**src/rtl/rng_pkg.sv**
```systemverilog
// Shared constants, types and helpers for the random-number scheduler.
// Holds the LFSR width, feedback taps, FSM state encoding and default seed.
package rng_pkg;

    localparam int LFSR_W = 10;
    localparam int TAP_A  = 9;
    localparam int TAP_B  = 6;

    localparam logic [LFSR_W-1:0] DEFAULT_SEED = 10'h001;

    typedef enum logic {
        ST_WARM = 1'b0,
        ST_RUN  = 1'b1
    } rng_state_e;

    // One Fibonacci step of x^10 + x^7 + 1 (period 1023, never reaches zero).
    function automatic logic [LFSR_W-1:0] lfsr_step(input logic [LFSR_W-1:0] r);
        return {r[LFSR_W-2:0], r[TAP_A] ^ r[TAP_B]};
    endfunction

endpackage

```
**src/rtl/rng_lfsr10.sv**
```systemverilog
// 10-bit Fibonacci LFSR with load and step enables.
// Load wins over step; the caller guarantees a non-zero load value.
module rng_lfsr10
    import rng_pkg::*;
#(
    parameter logic [LFSR_W-1:0] SEED = DEFAULT_SEED
) (
    input  logic              clk,
    input  logic              rst_n,
    input  logic              step_en,
    input  logic              load_en,
    input  logic [LFSR_W-1:0] load_val,
    output logic [LFSR_W-1:0] state
);

    logic [LFSR_W-1:0] lfsr_q;
    logic [LFSR_W-1:0] lfsr_d;

    // Next LFSR value: load has priority, otherwise step when enabled.
    always_comb begin
        lfsr_d = lfsr_q;
        if (load_en) begin
            lfsr_d = load_val;
        end else if (step_en) begin
            lfsr_d = lfsr_step(lfsr_q);
        end
    end

    // LFSR register, reset to the configured seed.
    always_ff @(posedge clk or negedge rst_n) begin
        if (!rst_n) begin
            lfsr_q <= SEED;
        end else begin
            lfsr_q <= lfsr_d;
        end
    end

    assign state = lfsr_q;

endmodule

```
**src/rtl/rng_scheduler.sv**
```systemverilog
// Round-robin scheduler handing out LFSR values to NUM_REQ requesters.
// Optional per-requester grant statistics are enabled by defining
// RNG_SCHED_STATS_EN (adds stat_sel / stat_cnt ports).
//
//   state   | meaning
//   --------+-----------------------------------------------------------
//   ST_WARM | discarding WARMUP LFSR steps after reset/reseed, no grants
//   ST_RUN  | arbitrating requests, one grant + random value per cycle
module rng_scheduler
    import rng_pkg::*;
#(
    parameter int                NUM_REQ = 4,
    parameter int                WARMUP  = 16,
    parameter logic [LFSR_W-1:0] SEED    = DEFAULT_SEED
) (
    input  logic                       clk,
    input  logic                       rst_n,
    input  logic                       seed_valid,
    input  logic [LFSR_W-1:0]          seed_data,
    input  logic [NUM_REQ-1:0]         req,
    output logic [NUM_REQ-1:0]         gnt,
    output logic [LFSR_W-1:0]          rand_out,
    output logic                       ready
`ifdef RNG_SCHED_STATS_EN
    ,
    input  logic [$clog2(NUM_REQ)-1:0] stat_sel,
    output logic [15:0]                stat_cnt
`endif
);

    localparam int IDX_W = $clog2(NUM_REQ);

    rng_state_e        state_q, state_d;
    logic [7:0]        warm_cnt_q, warm_cnt_d;
    logic [IDX_W-1:0]  ptr_q, ptr_d;
    logic [NUM_REQ-1:0] gnt_q, gnt_d;
    logic [LFSR_W-1:0] rand_q, rand_d;

    logic              lfsr_step_en;
    logic [LFSR_W-1:0] lfsr_val;
    logic [LFSR_W-1:0] seed_eff;

    logic              win_found;
    logic [IDX_W-1:0]  win_idx;

    // A zero seed would lock the LFSR, so it is replaced by SEED.
    assign seed_eff = (seed_data == '0) ? SEED : seed_data;

    rng_lfsr10 #(
        .SEED (SEED)
    ) u_lfsr (
        .clk      (clk),
        .rst_n    (rst_n),
        .step_en  (lfsr_step_en),
        .load_en  (seed_valid),
        .load_val (seed_eff),
        .state    (lfsr_val)
    );

    // Round-robin search starting just after the last granted requester.
    always_comb begin
        logic [IDX_W-1:0] cand;
        cand      = '0;
        win_found = 1'b0;
        win_idx   = ptr_q;
        for (int k = 1; k <= NUM_REQ; k++) begin
            cand = IDX_W'((int'(ptr_q) + k) % NUM_REQ);
            if (!win_found && req[cand]) begin
                win_found = 1'b1;
                win_idx   = cand;
            end
        end
    end

    // FSM next state, grant/value generation and LFSR stepping control.
    always_comb begin
        state_d      = state_q;
        warm_cnt_d   = warm_cnt_q;
        ptr_d        = ptr_q;
        gnt_d        = '0;
        rand_d       = rand_q;
        lfsr_step_en = 1'b0;
        if (seed_valid) begin
            // Reseed beats any grant; the pointer is deliberately kept.
            state_d    = ST_WARM;
            warm_cnt_d = '0;
        end else begin
            case (state_q)
                ST_WARM: begin
                    lfsr_step_en = 1'b1;
                    warm_cnt_d   = warm_cnt_q + 8'd1;
                    if (warm_cnt_d == 8'(WARMUP)) begin
                        state_d = ST_RUN;
                    end
                end
                ST_RUN: begin
                    if (win_found) begin
                        gnt_d[win_idx] = 1'b1;
                        rand_d         = lfsr_val;
                        lfsr_step_en   = 1'b1;
                        ptr_d          = win_idx;
                    end
                end
                default: begin
                    state_d = ST_WARM;
                end
            endcase
        end
    end

    // Scheduler registers; reset clears outputs immediately.
    always_ff @(posedge clk or negedge rst_n) begin
        if (!rst_n) begin
            state_q    <= ST_WARM;
            warm_cnt_q <= '0;
            ptr_q      <= IDX_W'(NUM_REQ - 1);
            gnt_q      <= '0;
            rand_q     <= '0;
        end else begin
            state_q    <= state_d;
            warm_cnt_q <= warm_cnt_d;
            ptr_q      <= ptr_d;
            gnt_q      <= gnt_d;
            rand_q     <= rand_d;
        end
    end

    assign gnt      = gnt_q;
    assign rand_out = rand_q;
    assign ready    = (state_q == ST_RUN);

`ifdef RNG_SCHED_STATS_EN
    logic [15:0] gcnt_q [NUM_REQ];
    logic [15:0] gcnt_d [NUM_REQ];

    // Saturating grant counters, counted on the edge that issues the grant.
    always_comb begin
        for (int i = 0; i < NUM_REQ; i++) begin
            gcnt_d[i] = gcnt_q[i];
            if (gnt_d[i] && (gcnt_q[i] != 16'hFFFF)) begin
                gcnt_d[i] = gcnt_q[i] + 16'd1;
            end
        end
    end

    // Counter registers, cleared only by reset.
    always_ff @(posedge clk or negedge rst_n) begin
        if (!rst_n) begin
            for (int i = 0; i < NUM_REQ; i++) begin
                gcnt_q[i] <= '0;
            end
        end else begin
            for (int i = 0; i < NUM_REQ; i++) begin
                gcnt_q[i] <= gcnt_d[i];
            end
        end
    end

    // Selected counter; out-of-range selects read as zero.
    always_comb begin
        stat_cnt = '0;
        for (int i = 0; i < NUM_REQ; i++) begin
            if (int'(stat_sel) == i) begin
                stat_cnt = gcnt_q[i];
            end
        end
    end
`endif

endmodule

```
**config.mk**
```make
export PLATFORM = sky130hd
export DESIGN_NAME = rng_scheduler
export DESIGN_NICKNAME = d
export VERILOG_FILES = /design/src/rtl/rng_pkg.sv /design/src/rtl/rng_lfsr10.sv /design/src/rtl/rng_scheduler.sv
export SDC_FILE = /design/constraint.sdc
export NUM_CORES = 1
export LEC_CHECK = 0
export CAP_MARGIN = 20
export CORE_MARGIN = 2
export CORE_UTILIZATION = 47
export DETAILED_ROUTE_END_ITERATION = 6
export GPL_ROUTABILITY_DRIVEN = 0
export PLACE_DENSITY = 0.8
export SETUP_SLACK_MARGIN = 0.15
export SYNTH_ARGS = -nofsm -noshare
export SYNTH_HDL_FRONTEND = slang
export SYNTH_HIERARCHICAL = 1
export SYNTH_SLANG_ARGS = --single-unit
export TNS_END_PERCENT = 10
```
**constraint.sdc**
```tcl
create_clock -name clk -period 1.4 [get_ports clk]
set_input_delay 0.28 -clock clk [delete_from_list [all_inputs] [get_ports clk]]
set_output_delay 0.28 -clock clk [all_outputs]
set_load 0.02 [all_outputs]
```
== Word level (Yosys, flattened, before mapping) ==
Cells that the tools add are included.

* Flip-flop bits (word level): 35
* Input bits: 17
* Output and inout port bits: 15
* Word-level logic and storage cells: 64

* Add/subtract/negate cells: 5
* $lt $le $gt $ge: 6
* Eq/ne operators: 2
* Muxes and demuxes: 32
* Bitwise gates (word level): 3
* Reduce and logical (&&, ||, !) cells: 10

{| class="wikitable"
|+ Operators by type and width
! operator !! count
|-
| 10-bit two-way mux || 3
|-
| 8-bit two-way mux || 2
|-
| 2-bit by 3-bit less-than comparator with 1-bit output, second input constant || 5
|-
| 1-bit two-way mux || 14
|-
| 4-bit two-way mux || 3
|-
| 10-bit logical NOT || 1
|-
| 8-bit by 1-bit adder with 8-bit output, second input constant || 1
|-
| 1-bit binary-select mux with 2-bit select || 4
|-
| 8-bit by 5-bit == test with 1-bit output, second input constant || 1
|-
| 2-bit two-way mux || 4
|-
| 2-bit by 1-bit adder with 2-bit output, second input constant || 2
|-
| 2-bit adder, second input constant || 2
|-
| 1-bit logical AND || 4
|-
| 1-bit logical NOT || 3
|-
| 3-bit AND reduction || 1
|-
| 1-bit demux with 2-bit select || 1
|-
| 2-bit by 1-bit >= comparator with 1-bit output, second input constant || 1
|-
| 2-bit inequality test, second input constant || 1
|-
| 1-bit inverter || 2
|-
| 1-bit one-hot mux with 2 select lines || 1
|-
| 2-bit nonzero test || 1
|-
| 1-bit bitwise XOR || 1
|}

== Logic depth before layout (Yosys ltp) ==
Gate-level depths: netlist (run 1).

* Depth after elaboration: 20
* Mapped depth: 7
* Mapped depth without buffers: 5

== By module ==
Netlist (run 1), hierarchy kept.

{| class="wikitable"
|+ By module, submodules not included
! module !! instances !! cells each !! area an instance (µm²) !! seq. area each (µm²)
|-
| rng_scheduler || 1 || 130 || 1343.8 || 628.1
|-
| rng_lfsr10 || 1 || 45 || 490.5 || 251.5
|}

== Worst setup path before layout (run 1) ==
Ideal clock, no wire load.

* Path kind: flip-flop to flip-flop
* Start point: register state_q (netlist: ready)
* End point: register gnt_q[2] (netlist: gnt[2])
* Setup time: 0.072 ns
* Arrival: 1.514 ns
* Required time: 1.328 ns
* Slack: -0.187 ns
* Cell stages (with the launch flop): 7
* Buffers on the path: 2
* Clock period less this slack: 1.587 ns
* Cell sequence: dfrtp_1 -> buf_6 -> and2b_1 -> nor2b_2 -> buf_6 -> or4b_1 -> nor2_1

* Longest elaborated chain between the ends: 2

{| class="wikitable"
|+ Ends and longest elaborated chain
! what !! RTL line !! text
|-
| start, declared || rng_scheduler.sv:33 || <nowiki>rng_state_e state_q, state_d;</nowiki>
|-
| start signal, assigned || rng_scheduler.sv:120 || <nowiki>state_q <= state_d;</nowiki>
|-
| 4-bit two-way mux || rng_scheduler.sv:88 || <nowiki>case (state_q)</nowiki>
|-
| 4-bit two-way mux || rng_scheduler.sv:83 || <nowiki>if (seed_valid) begin</nowiki>
|-
| named net gnt_d[2] || rng_scheduler.sv:36 || <nowiki>logic [NUM_REQ-1:0] gnt_q, gnt_d;</nowiki>
|-
| end signal, assigned || rng_scheduler.sv:123 || <nowiki>gnt_q <= gnt_d;</nowiki>
|-
| end, declared || rng_scheduler.sv:36 ||
|}

The timed path passes the listed nets, and every way through them passes these cells.
A chain may end at the register's enable or synchronous reset.

== Worst setup path in the final report (run 1) ==
* Start point: register ptr_q[0]
* End point: register gnt_q[2] (netlist: gnt[2])

* Longest elaborated chain between the ends: 20
* Elaborated cells between the ends (all ways): 34
* Those cells by class: 4 x add/sub; 2 x order compare; 21 x mux; 7 x reduce/logical

{| class="wikitable"
|+ Ends and longest elaborated chain
! what !! RTL line !! text
|-
| start, declared || rng_scheduler.sv:35 || <nowiki>logic [IDX_W-1:0] ptr_q, ptr_d;</nowiki>
|-
| start signal, assigned || rng_scheduler.sv:116 || <nowiki>ptr_q <= IDX_W'(NUM_REQ - 1);</nowiki>
|-
| start signal, assigned || rng_scheduler.sv:122 || <nowiki>ptr_q <= ptr_d;</nowiki>
|-
| 2-bit by 1-bit adder with 2-bit output || rng_scheduler.sv:67 || <nowiki>cand = IDX_W'((int'(ptr_q) + k) % NUM_REQ);</nowiki>
|-
| 1-bit binary-select mux with 2-bit select || rng_scheduler.sv:68 || <nowiki>if (!win_found && req[cand]) begin</nowiki>
|-
| 1-bit two-way mux (implied by the code) || rng_scheduler.sv:68 ||
|-
| 1-bit two-way mux || rng_scheduler.sv:68 ||
|-
| 1-bit logical NOT || rng_scheduler.sv:68 ||
|-
| 1-bit logical AND || rng_scheduler.sv:68 ||
|-
| 1-bit two-way mux || rng_scheduler.sv:68 ||
|-
| 1-bit logical NOT || rng_scheduler.sv:68 ||
|-
| (+5 left out) || -- ||
|-
| 2-bit by 3-bit less-than comparator with 1-bit output (implied by the code) / 2-bit by 1-bit >= comparator with 1-bit output (equally long branches) || rng_scheduler.sv:98 || <nowiki>gnt_d[win_idx] = 1'b1;</nowiki>
|-
| 1-bit logical AND (implied by the code) || rng_scheduler.sv:98 ||
|-
| 1-bit two-way mux (implied by the code) || rng_scheduler.sv:98 ||
|-
| 1-bit demux with 2-bit select || rng_scheduler.sv:98 ||
|-
| 4-bit two-way mux (*) || rng_scheduler.sv:97 || <nowiki>if (win_found) begin</nowiki>
|-
| 4-bit two-way mux (*) || rng_scheduler.sv:88 ||
|-
| 4-bit two-way mux (*) || rng_scheduler.sv:83 ||
|-
| named net gnt_d[2] || rng_scheduler.sv:36 ||
|}

Mark *: on every way through the listed nets, which the timed path passes. The rest lies on a longest branch. The select of a mux whose other input is x is not followed.

==> summary.txt, run 1 <==
Synth
  • Post-Syn Nets: 193
  • Post-synth EDFFs: 0
  • Synth Instances: 175
  • Post-synthesis sequential area ratio: 48.0%
  • Flops & latches, synth: 35
  • Synth warn: 6
  • Synth cell types: 44
  • Synth async-reset ratio: 100%
  • Top FF cell, synth: dfrtp_1
  • Synthesized area per cell: 10.5 um^2
  • Synth Cell Area: 1830 um^2

GRT
  • Vias in the first global route: 1524
  • Antenna violations before repair: 0
  • Pin count of the biggest net entering global routing: 36
  • Grt ovf: 0
  • Gr usage total: 21.3%
  • First-pass GRT wire length: 6.99 mm

Floorplanning
  • Initial Utilization: 49.4%
  • Die Ht: 66.5 um
  • Die width: 66.5 um
  • Core area: 3720 um^2
  • Ports: 32
  • # rows: 22
  • Die area: 4420 um^2

Finish
  • Commonest non-fill, non-tap cell in the layout: dfrtp_1
  • Ratio of cells with drive above 1 in the final layout: 40.7%
  • Final net count: 231
  • Commonest cells after routing, fill and taps aside: 26 x dfrtp_1, 14 x nand2_1, 14 x buf_4
  • Layout Utilization: 67.1%
  • Antenna fix cells: 0
  • Area Overhead vs Synth: 35.9%
  • # fillers: 282

Place
  • PortBufs: 31
  • Hpwl dp: 2.85 mm

Hold path
  • HP Class: input pin to async pin

Critical path
  • Worst Setup Start Kind: register
  • Arr. time, crit path: 1.71 ns
  • Worst setup path start: ptr_q[0]
  • Crit Path Class: register to register
  • Reg-to-Reg Start: ptr_q[0]
  • Endpoint class of the critical path: register
  • Critical Path RT: 1.63 ns
  • Crit-path max FO: 4

Detailed routing
  • DR WL/cell: 16.0 um
  • Vias: 1438
  • Post-Route WL: 4.20 mm
  • First-pass DRT Iterations: 4
  • Drt drc: 0
  • Drt via density: 5.49
  • Antenna-violating nets left: 0
  • 1st-iter DRT viols: 154

Clocking
  • Num CTS Buffers: 5
  • Clock Latency Late Sink: 0.29 ns
  • Clock Tree Buf Depth: 2
  • CTS Hold Buffers Added: 0
  • CTS tree: built
  • H-tree Lvls: 2
  • CTS clk-pin slew, worst paths: 0.07 ns
  • Sink Count: 35
  • CTS root buf: clkbuf_8

Timing
  • Final setup TNS: -0.299 ns
  • Tcrit/Tclk final: 106%
  • Fmax: 676 MHz
  • RSZ-0062 raised after global routing: yes
  • Max-slew headroom: 77.7%
  • Worst Slack Setup Final: -0.0804 ns
  • Final-report setup violation count: 5
  • Final Max Tran Viols: 0
  • Final hold violation count: 0
  • Period minus WS final: 1.48 ns
  • Slew @ Worst Pin: 0.332 ns
  • Worst Clk Skew: 0.00367 ns

Power
  • P per Cell Area: 875 nW/um^2
  • Leak: 1.07 nW
  • Max IR drop VDD: 0.667 mV

Run status
  • Outcome: finished with violations
  • Failing checks: negative setup slack

Run
  • Max-cap violation count: 0
==> Yosys cell counts, types with 2 or more instances <==
cell type	count	share of area, %
a21oi_1	5	1.4
buf_2	2	0.55
buf_6	5	3.1
clkbuf_1	11	2.3
dfrtp_1	32	44
dfstp_2	3	4.3
inv_1	3	0.61
mux2_2	4	2.5
mux2_4	6	4.9
mux2i_1	12	6.5
nand2_1	14	2.9
nand2b_1	4	1.4
nand3_1	5	1.4
nand3b_1	2	0.82
nor2_1	17	3.5
nor3_1	5	1.4
o21ai_0	4	1.1
o21ai_1	9	2.5
xnor2_1	5	2.4
xor2_1	3	1.4
==> worst paths after layout <==
check / endpoint / slack, ns / cells past startpoint
max: gnt[2] / -0.08 / 4
min: warm_cnt_q[6] / 0.36 / 2
max reg2reg: gnt[2] / -0.08 / 4
min reg2reg: rand_out[7] / 0.51 / 1
max in group asynchronous: u_lfsr/state[0] / 0.79 / 2
min in group clk: rand_out[7] / 0.51 / 1
==> critical path, stage by stage, from the launching register on <==
cell and delay (ns):
dfstp_2 0.56, nand2b_4 0.16, a21oi_2 0.08, or4b_4 0.52
nor2_4 0.10
==> layer usage <==
metal | track usage (%) | part of all wire (%) | wire length, um | up-vias
li1 | - | - | - | 675
met1 | 23.9 | 41 | 1700 | 712
met2 | 36.6 | 52 | 2180 | 44
met3 | 7.77 | 5.5 | 233 | 7
met4 | 8.67 | 2.0 | 83 | 0
met5 | 0 | 0 | 0 | -
==> cells by family (layout without fill, tap and decap cells) <==
family                   count (synthesis)  in the layout  synth area share (%)
multiplexers                            22             22                  13.9
XOR/XNOR                                 8              8                  3.82
adder cells (fa/ha/maj)                  1              1                 0.682
flip-flops                              35             35                  48.0
AO/OA/AOI/OAI                           28             28                  10.2
buffers and inverters                   22             61                  6.89
AND/OR/NAND/NOR                         59             59                  16.6
==> area by class of cell <==
type	count	area (um^2)	share of cell area (%)
multi-input combinational	118	978	39.2
sequential	35	887	35.6
timing repair buffer	50	457	18.3
clock buffer	8	100	4.01
tap	48	60.1	2.41
inverter	3	11.3	0.452
==> per-stage QoR <==
stage	total power, W	worst slack (ns)	instance area (um^2)	hold slack, ns	cells
after floorplan	0.00123	-0.132	1860	-0.0156	175
after global placement	0.00134	-0.476	2250	0.497	250
after detailed placement	0.00136	-0.566	2250	0.497	250
after CTS	0.00217	-0.0638	2410	0.356	260
after global routing	0.00228	-0.0999	2490	0.369	262
final	0.00218	-0.0804	2490	0.355	262
==> flip-flops by register name (all words and copies together), names as in the netlist <==
register      count
gnt               4
ptr_q             2
rand_out         10
ready             1
u_lfsr/state     10
warm_cnt_q        8
==> report_power, final <==
group / internal, W / leakage [nW] / switching [W]
clock: 0.000449 / 0.0515 / 0.000366
sequential: 0.00105 / 0.450 / 0.0000477
combinational: 0.000133 / 0.570 / 0.000133
total: 0.00164 / 1.07 / 0.000546
==> timing repair <==
action / in CTS / in global routing
setup endpoints to repair: 44 / 36
gates resized for setup: 70 / 26
pin swaps: 10 / 10
setup buffers: 2 / 2
(Power assumes the default switching activity.)
==> run 2: changes to the inputs <==
--- a/config.mk
+++ b/config.mk
@@ -10,6 +10,7 @@
 export CORE_UTILIZATION = 47
 export DETAILED_ROUTE_END_ITERATION = 6
 export GPL_ROUTABILITY_DRIVEN = 0
+export GPL_TIMING_DRIVEN = 0
 export PLACE_DENSITY = 0.8
 export SETUP_SLACK_MARGIN = 0.15
 export SYNTH_ARGS = -nofsm -noshare
==> run 2 against run 1 <==
Compared with the run above:
- worst hold slack worse by 0.31 ns
- first-iteration DRC count decreased by 28%
- cell area is 2.9% lower
- cell count is 1.5% higher
- critical path depth increased by 1
- the run still ends with negative setup slack left
- clock skew is 0.0070 ns higher
- maximum frequency fell by 3.6%
==> summary.txt, run 2 (synthesis gave the netlist of run 1 again) <==
Timing
  • Fmax: 651 MHz
  • Final hold violation count: 0
  • Period minus WS final: 1.54 ns
  • Worst Slack Setup Final: -0.135 ns
  • Final setup TNS: -1.20 ns
  • Final-report setup violation count: 14
  • Max-slew headroom: 50.4%
  • Worst Clk Skew: 0.0107 ns
  • Tcrit/Tclk final: 110%
  • Final Max Tran Viols: 0
  • Slew @ Worst Pin: 0.744 ns
  • RSZ-0062 raised after global routing: yes

Power
  • Clock share of power: 41.4%
  • Share of power burned in registers: 48.4%
  • P per Cell Area: 935 nW/um^2
  • Max IR drop VDD: 0.633 mV
  • Pint: 0.00174 W
  • Switch share: 23.0%
  • Psw: 0.000521 W
  • Combinational Power Share: 10.2%
  • Leak: 1.06 nW

Detailed routing
  • First-pass DRT Iterations: 4
  • Antenna-violating nets left: 0
  • Vias: 1397
  • Drt drc: 0
  • Post-Route WL: 3.53 mm
  • DR WL/cell: 13.3 um
  • 1st-iter DRT viols: 111
  • Drt via density: 5.25

Place
  • PortBufs: 30
  • Placed instance area: 2220 um^2
  • Hpwl dp: 2.29 mm

Run status
  • Outcome: finished with violations
  • Failing checks: negative setup slack

Finish
  • Final net count: 235
  • Antenna fix cells: 0
  • Ratio of cells with drive above 1 in the final layout: 30.7%
  • Commonest non-fill, non-tap cell in the layout: dfrtp_1
  • Area Overhead vs Synth: 32.1%
  • Commonest cells after routing, fill and taps aside: 27 x dfrtp_1, 14 x nand2_1, 14 x nor2_1
  • Final instance area: 2420 um^2

Critical path
  • Critical Path RT: 1.62 ns
  • Arr. time, crit path: 1.75 ns
  • Slowest stage delay, CP: 0.55 ns
  • R2r worst-path depth: 5
  • R2R setup slack: -0.14 ns
  • Worst Setup Start Kind: register
  • Cell mode on critical path: nor2_2
  • R2r endpoint: gnt[3]
  • Reg-to-Reg Start: ptr_q[0]
  • Crit-path max FO: 5
  • CP cell instances: buf_6 -> nand2b_4 -> nor2_2 -> or4b_4 -> nor2_2
  • Endpoint class of the critical path: register
  • Crit Path Class: register to register
  • Slowest CP cell: or4b_4

Floorplanning
  • Ports: 32
  • Die Ht: 66.5 um
  • Die area: 4420 um^2
  • Initial Utilization: 49.4%
  • Core area: 3720 um^2
  • # rows: 22
  • Die width: 66.5 um

GRT
  • Pin count of the biggest net entering global routing: 36
  • GR Util met1: 22.5%
  • Met3 usage: 6.08%
  • Antenna violations before repair: 0
  • Grt ovf: 0
  • First-pass GRT wire length: 5.98 mm
  • Gr usage total: 18.2%
  • Global routing's busiest layer: met2
  • Met2 layer usage reported by global route: 30.1%
  • Vias in the first global route: 1331

Clocking
  • Sink Count: 35
  • Clock Latency Late Sink: 0.29 ns
  • Num CTS Buffers: 5
  • CTS tree: built
  • CTS Hold Buffers Added: 0
  • CTS root buf: clkbuf_8
  • Clock Tree Buf Depth: 2
  • H-tree Lvls: 2
  • CTS clk-pin slew, worst paths: 0.07 ns

Hold path
  • HP Class: input pin to async pin

Run
  • Max-cap violation count: 0
[run 2: changes by cell type in the layout (fill, tap and decap cells not counted), sizes merged]
cell           previous run  this run
buf                      23        17
bufinv                    0         1
clkbuf                   14        20
clkdlybuf4s50            11        10
clkinv                    0         1
dlygate4sd2               1         4
[run 2: worst max-delay path by stage]
stage | from | to | slack (ns) | cells after the start
finish | ptr_q[0] | gnt[3] | -0.14 | 5
global route | ptr_q[0] | gnt[2] | -0.16 | 5
CTS | ptr_q[0] | gnt[2] | -0.12 | 5
detailed placement | req[2] | rand_out[4] | -0.63 | 6
global placement | rst_n | ready | -0.80 | 1
floorplan | ready | gnt[2] | -0.13 | 6
[run 2: cell type report]
class | count | area (um^2)
Multi-Input combinational cell | 118 | 888
Clock buffer | 6 | 82.6
Tap cell | 48 | 60.1
Clock inverter | 2 | 35.0
Sequential cell | 35 | 886
Buffer | 18 | 130
Inverter | 3 | 11.3
Fill cell | 304 | 1290
Timing Repair Buffer | 36 | 329
[run 2: power groups by stage]
stage,Combinational (W),Sequential (W),Clock (W)
finish,0.000231,0.00110,0.000937
global route,0.000262,0.00111,0.00101
CTS,0.000227,0.00110,0.000951
detailed placement,0.000228,0.00111,0
global placement,0.000226,0.00111,0
floorplan,0.000134,0.00110,0
[run 2: worst max-delay path: cells and delay by family (launching register included)]
kind                   cells  cell delay, ns
flip-flops                 1            0.54
AND/OR/NAND/NOR            4            0.82
buffers and inverters      1            0.11
[run 2: layer usage]
layer | vias to the layer above | share of wire [%] | wire (um)
li1 | 685 | - | -
met1 | 664 | 45 | 1580
met2 | 43 | 49 | 1740
met3 | 5 | 4.6 | 163
met4 | 0 | 1.4 | 49
met5 | - | 0 | 0
[run 2: what timing repair did]
action,in CTS,in global routing
endpoints found under the setup margin,45,43
gates cloned,0,1
buffers inserted,4,1
pin swaps,8,8
resized for setup,45,20
[run 2: stage by stage]
step / hold WS [ns] / util, % / instances / power (W) / setup WS [ns]
after global routing: 0.118 / 65.2 / 266 / 0.00237 / -0.155
after CTS: 0.0723 / 64.2 / 264 / 0.00227 / -0.124
after detailed placement: 0.389 / 59.7 / 253 / 0.00134 / -0.629
after floorplan: -0.0156 / - / 175 / 0.00123 / -0.132
final: 0.0465 / 65.2 / 266 / 0.00227 / -0.135
after global placement: 0.496 / 59.8 / 253 / 0.00134 / -0.803
==> run 3: changes to the inputs <==
--- a/config.mk
+++ b/config.mk
@@ -5,9 +5,9 @@
 export SDC_FILE = /design/constraint.sdc
 export NUM_CORES = 1
 export LEC_CHECK = 0
-export CAP_MARGIN = 20
 export CORE_MARGIN = 2
 export CORE_UTILIZATION = 47
+export CTS_CLUSTER_DIAMETER = 200
 export DETAILED_ROUTE_END_ITERATION = 6
 export GPL_ROUTABILITY_DRIVEN = 0
 export GPL_TIMING_DRIVEN = 0
==> results of run 3 <==
The final DEF is identical to that of run 2; final timing and power are the same.
